`config.mk`:
```
export PLATFORM = sky130hd
export DESIGN_NAME = reg_dump_reader
export DESIGN_NICKNAME = d
export VERILOG_FILES = /design/src/rtl/reg_dump_reader.sv
export SDC_FILE = /design/constraint.sdc
export NUM_CORES = 1
export LEC_CHECK = 0
export ABC_AREA = 1
export CORE_UTILIZATION = 51
export CTS_CLUSTER_DIAMETER = 50
export CTS_CLUSTER_SIZE = 28
export DETAILED_ROUTE_END_ITERATION = 8
export GPL_TIMING_DRIVEN = 0
export PLACE_DENSITY = 0.91
export SLEW_MARGIN = 40
export SYNTH_ARGS = -nofsm -noshare
export SYNTH_HDL_FRONTEND = slang
export SYNTH_SLANG_ARGS = --single-unit
```
`constraint.sdc`:
```
create_clock -name clk -period 1.57 [get_ports clk]
set_input_delay 0.471 -clock clk [delete_from_list [all_inputs] [get_ports clk]]
set_output_delay 0.471 -clock clk [all_outputs]
set_load 0.02 [all_outputs]
```
`src/rtl/reg_dump_reader.sv`:
```
// Register-file dump engine: walks addresses 0..NUM_REGS-1, streams each
// 32-bit register out little-endian over a valid/ready byte link, then emits
// an XOR checksum of every data byte.
module reg_dump_reader #(
  parameter int unsigned NUM_REGS = 32,
  parameter int unsigned ADDR_W   = 5,
  parameter int unsigned DATA_W   = 32
) (
  input  logic              clk,
  input  logic              rst_n,
  input  logic              start,
  output logic              busy,
  output logic              done,
  output logic [ADDR_W-1:0] ra,
  input  logic [DATA_W-1:0] rd,
  output logic [7:0]        out_data,
  output logic              out_valid,
  input  logic              out_ready
);

  localparam logic [2:0] StIdle = 3'd0;
  localparam logic [2:0] StLoad = 3'd1;
  localparam logic [2:0] StSend = 3'd2;
  localparam logic [2:0] StCsum = 3'd3;
  localparam logic [2:0] StDone = 3'd4;

  localparam logic [ADDR_W-1:0] LastIdx = ADDR_W'(NUM_REGS - 1);

  logic [2:0]        state_q, state_d;
  logic [ADDR_W-1:0] idx_q, idx_d;
  logic [1:0]        cnt_q, cnt_d;
  logic [DATA_W-1:0] shreg_q, shreg_d;
  logic [7:0]        csum_q, csum_d;

  // Next-state logic: one LOAD per register, four accepted bytes per register.
  always_comb begin
    state_d = state_q;
    idx_d   = idx_q;
    cnt_d   = cnt_q;
    shreg_d = shreg_q;
    csum_d  = csum_q;
    case (state_q)
      StIdle: begin
        if (start) begin
          state_d = StLoad;
          idx_d   = '0;
          cnt_d   = '0;
          csum_d  = '0;
        end
      end
      StLoad: begin
        // Snapshot of this register is taken here; later core writes are not seen.
        shreg_d = rd;
        cnt_d   = '0;
        state_d = StSend;
      end
      StSend: begin
        if (out_ready) begin
          csum_d  = csum_q ^ shreg_q[7:0];
          shreg_d = {8'h00, shreg_q[DATA_W-1:8]};
          cnt_d   = cnt_q + 2'd1;
          if (cnt_q == 2'd3) begin
            if (idx_q == LastIdx) begin
              state_d = StCsum;
            end else begin
              idx_d   = idx_q + ADDR_W'(1);
              state_d = StLoad;
            end
          end
        end
      end
      StCsum: begin
        if (out_ready) state_d = StDone;
      end
      StDone: begin
        state_d = StIdle;
      end
      default: begin
        state_d = StIdle;
      end
    endcase
  end

  // State registers with synchronous active-low reset.
  always_ff @(posedge clk) begin
    if (!rst_n) begin
      state_q <= StIdle;
      idx_q   <= '0;
      cnt_q   <= '0;
      shreg_q <= '0;
      csum_q  <= '0;
    end else begin
      state_q <= state_d;
      idx_q   <= idx_d;
      cnt_q   <= cnt_d;
      shreg_q <= shreg_d;
      csum_q  <= csum_d;
    end
  end

  // Outputs decode registered state only; out_ready never reaches them.
  always_comb begin
    busy      = (state_q == StLoad) || (state_q == StSend) || (state_q == StCsum);
    done      = (state_q == StDone);
    ra        = idx_q;
    out_valid = (state_q == StSend) || (state_q == StCsum);
    out_data  = 8'h00;
    if (state_q == StSend) out_data = shreg_q[7:0];
    if (state_q == StCsum) out_data = csum_q;
  end

endmodule

```
==> flow_metrics.tcl <==
set metrics [dict create \
    crit_slowest_cell "dfxtp_4" \
    grt_max_degree 14 \
    r2r_slack_ps -90 \
    cts_tree "yes" \
    finalHoldViolations 0 \
    violations "setup timing" \
    cp.arrival_ps 1400 \
    coreArea_mm2 0.00475 \
    netlist_area_mm2 0.00253 \
    path_class "register to output pin" \
    ys_ff_latch 50 \
    rsz0062_at_grt "true" \
    ir_drop_mv 0.670 \
    via_count 2840 \
    syn_to_final_growth_pct 38.5 \
    layout.cells.non_filler 530 \
    slew_headroom_pct 57.3 \
    port_buffers 50 \
    dr.pass1.iters 5 \
    crit_path_end_kind "output pin" \
    die_width_um 72.4 \
    setup_viol 13 \
    power_density_mw_per_mm2 1250 \
    rr_endpoint "csum_q[0]" \
    r2r-start "state_q[2]" \
    synth_top_flop_cell "dfxtp_1" \
    numCtsBuffers 5 \
    clock_skew_ps 10.1 \
    slew_violations 0 \
    startpoint_type "register" \
    setup_ws_ps -299 \
    max_stage_delay_ps 370 \
    cp.depth 6 \
    max_freq_mhz 535 \
    outcome "finished, violations left" \
    ios 52 \
    critPathTopFamily "buffers and inverters" \
    drv_cap 0 \
    hold_path.class "register to register" \
    routedWlPerCell_um 13.7 \
    path_buf_inv 3 \
    min_from "shreg_q[24]" \
    cp.required_ps 1100 \
    fp.dieH_um 72.4 \
    worst-r2r-cell-count 6 \
    cts_hold_buf 0 \
    start_util_pct 53.2 \
    rows 25 \
    path_max_fanout 4 \
    avgSynthCellArea_um2 6.47 \
    register_area_mm2 0.00102 \
    whs_ps 467 \
    antenna_found_initial 0 \
    critPathLaunch "state_q[2]" \
    synth-seq-area-share_pct 39.6 \
    ctsHtreeMaxLevel 2 \
    root_buffer "clkbuf_8" \
    grt_pass1_vias 2483 \
    multi_input_area_mm2 0.00144 \
    drc 0 \
    syn_nets 430 \
    fillCellCount 360 \
    clk_pin_slew_ps 90 \
    synth_edf_count 0 \
    vias_per_cell 5.36 \
    pre_cts_ws_ps -699 \
    worst_pin_slew_ps 641 \
    die_area_mm2 0.00524 \
    period_share_pct 119 \
    grt.total_usage_pct 27.6 \
    synthCells 391 \
    clkLatencyLatePin_ps 310 \
    num-nets-final 502 \
    yosysUniqueCellTypes 24 \
    cts.sinks 50 \
    final_layout_size_suffix_gt1_share_pct 20.7 \
    leakage_nw 1.59 \
    grt.overflow.total 0 \
    crit_chain "inv_6, nand2_4, nor2_4, clkinvlp_4, o21ai_2, buf_6" \
    antenna_cells 0 \
    wl_um 7270 \
    grt_pass1_wl_um 11200 \
    drtIter0Drc 195 \
    clk_path_buf_depth 2 \
    dp_cells 508 \
    ys_warn_count 0 \
    period_needed_ps 1870 \
    async_flop_share_pct 0 \
    dpl.hpwl_um 4490 \
    timing.critical_path.to "out_data[2]" \
    ant_nets 0 \
    gp_congestion 0.847 \
]
[placed cells by master, fill, tap and decap left out, drive strengths merged, types with 3 or more instances in the layout]
master,n
o21ai,45
dlygate4sd2,4
nand3,15
dfxtp,50
nand4,9
clkbuf,15
inv,29
ha,3
a21oi,21
clkdlybuf4s50,33
buf,39
nand2,118
nor2,75
nor3,3
[power by group]
part	switching (mW)	internal (mW)	total, mW	leakage [nW]
registers	0.217	1.55	1.77	0.413
logic	1.14	0.749	1.89	1.14
clock network	0.409	0.308	0.717	0.0383
total	1.77	2.61	4.38	1.59
[worst min path at each step]
stage	end	slack [ps]	depth (start not counted)
3_3_place_gp	shreg_q[24]	460	2
2_1_floorplan	shreg_q[24]	440	2
3_5_place_dp	shreg_q[24]	460	2
5_1_grt	shreg_q[31]	500	2
4_1_cts	shreg_q[24]	470	2
6_report	shreg_q[24]	470	2
[Yosys cell counts, types with 3 or more instances]
library cell  number  area (µm²)
ha_1               3        37.5
nand2_2            3        18.8
inv_2              3        11.3
buf_4              3        22.5
nand4_1            9        56.3
inv_1             25        93.8
a21oi_2            6        52.6
nor3_1             3        15.0
o21ai_0           43         215
a21oi_1           15        75.1
nand3_1           13        65.1
buf_2             12        60.1
dfxtp_1           50        1000
nor2_1            74         278
clkbuf_1           5        18.8
nand2_1          115         432
[layer usage]
layer  track usage, %  wire [µm]  vias to the layer above  part of all wire (%)
met5                0          0                        -                     0
met4             12.4        348                        0                   4.8
met3             5.28        457                       32                   6.3
met2             46.4       3570                      142                    49
met1             34.1       2890                     1276                    40
li1                 -          -                     1390                     -
[worst register-to-register path, stage by stage, from the launching register on]
cell,delay (ps)
dfxtp_4,370
buf_4,150
nor2_2,210
clkbuf_4,260
nand3_2,200
o21ai_0,310
nor2_1,70
[stage by stage]
stage               total power, mW  utilization, %  TNS (ps)  area (µm²)
global route                   4.66            73.7     -3360        3500
CTS                            4.20            71.2     -2720        3390
global placement               3.29            65.8    -13920        3130
detailed placement             3.35            65.8    -15570        3130
floorplan                      2.84               -      -124        2540
finish                         4.38            73.7     -2680        3500
[layout make-up]
type	instances	share of cell area, %
well taps	67	2.39
multi-input cells	291	41.1
repair buffers	65	17.8
repair inverters	1	0.214
plain buffers	20	3.57
inverters	29	3.75
clock buffers	7	2.18
flip-flops and latches	50	29.0
[registers in the layout, summed over array words and instances, names as in the netlist]
signal,flops
csum_q,8
cnt_q,2
state_q,3
ra,5
shreg_q,32
[repair_timing]
item / 4_1_cts / 5_1_grt
setup buffers: 10 / 6
gates cloned: 1 / 0
pin swaps: 8 / 13
gates resized for setup: 105 / 35
setup endpoints to repair: 24 / 56
[cells by family (layout without fill, tap and decap cells)]
kind of cell    count (synthesis)  after routing  share of synthesized area, %
buf+inv                        50            122                          8.86
simple gates                  221            221                          35.8
flops                          50             50                          39.6
compound gates                 67             67                          14.3
fa+ha+maj                       3              3                          1.48
Power figures use the tool's default switching activity.
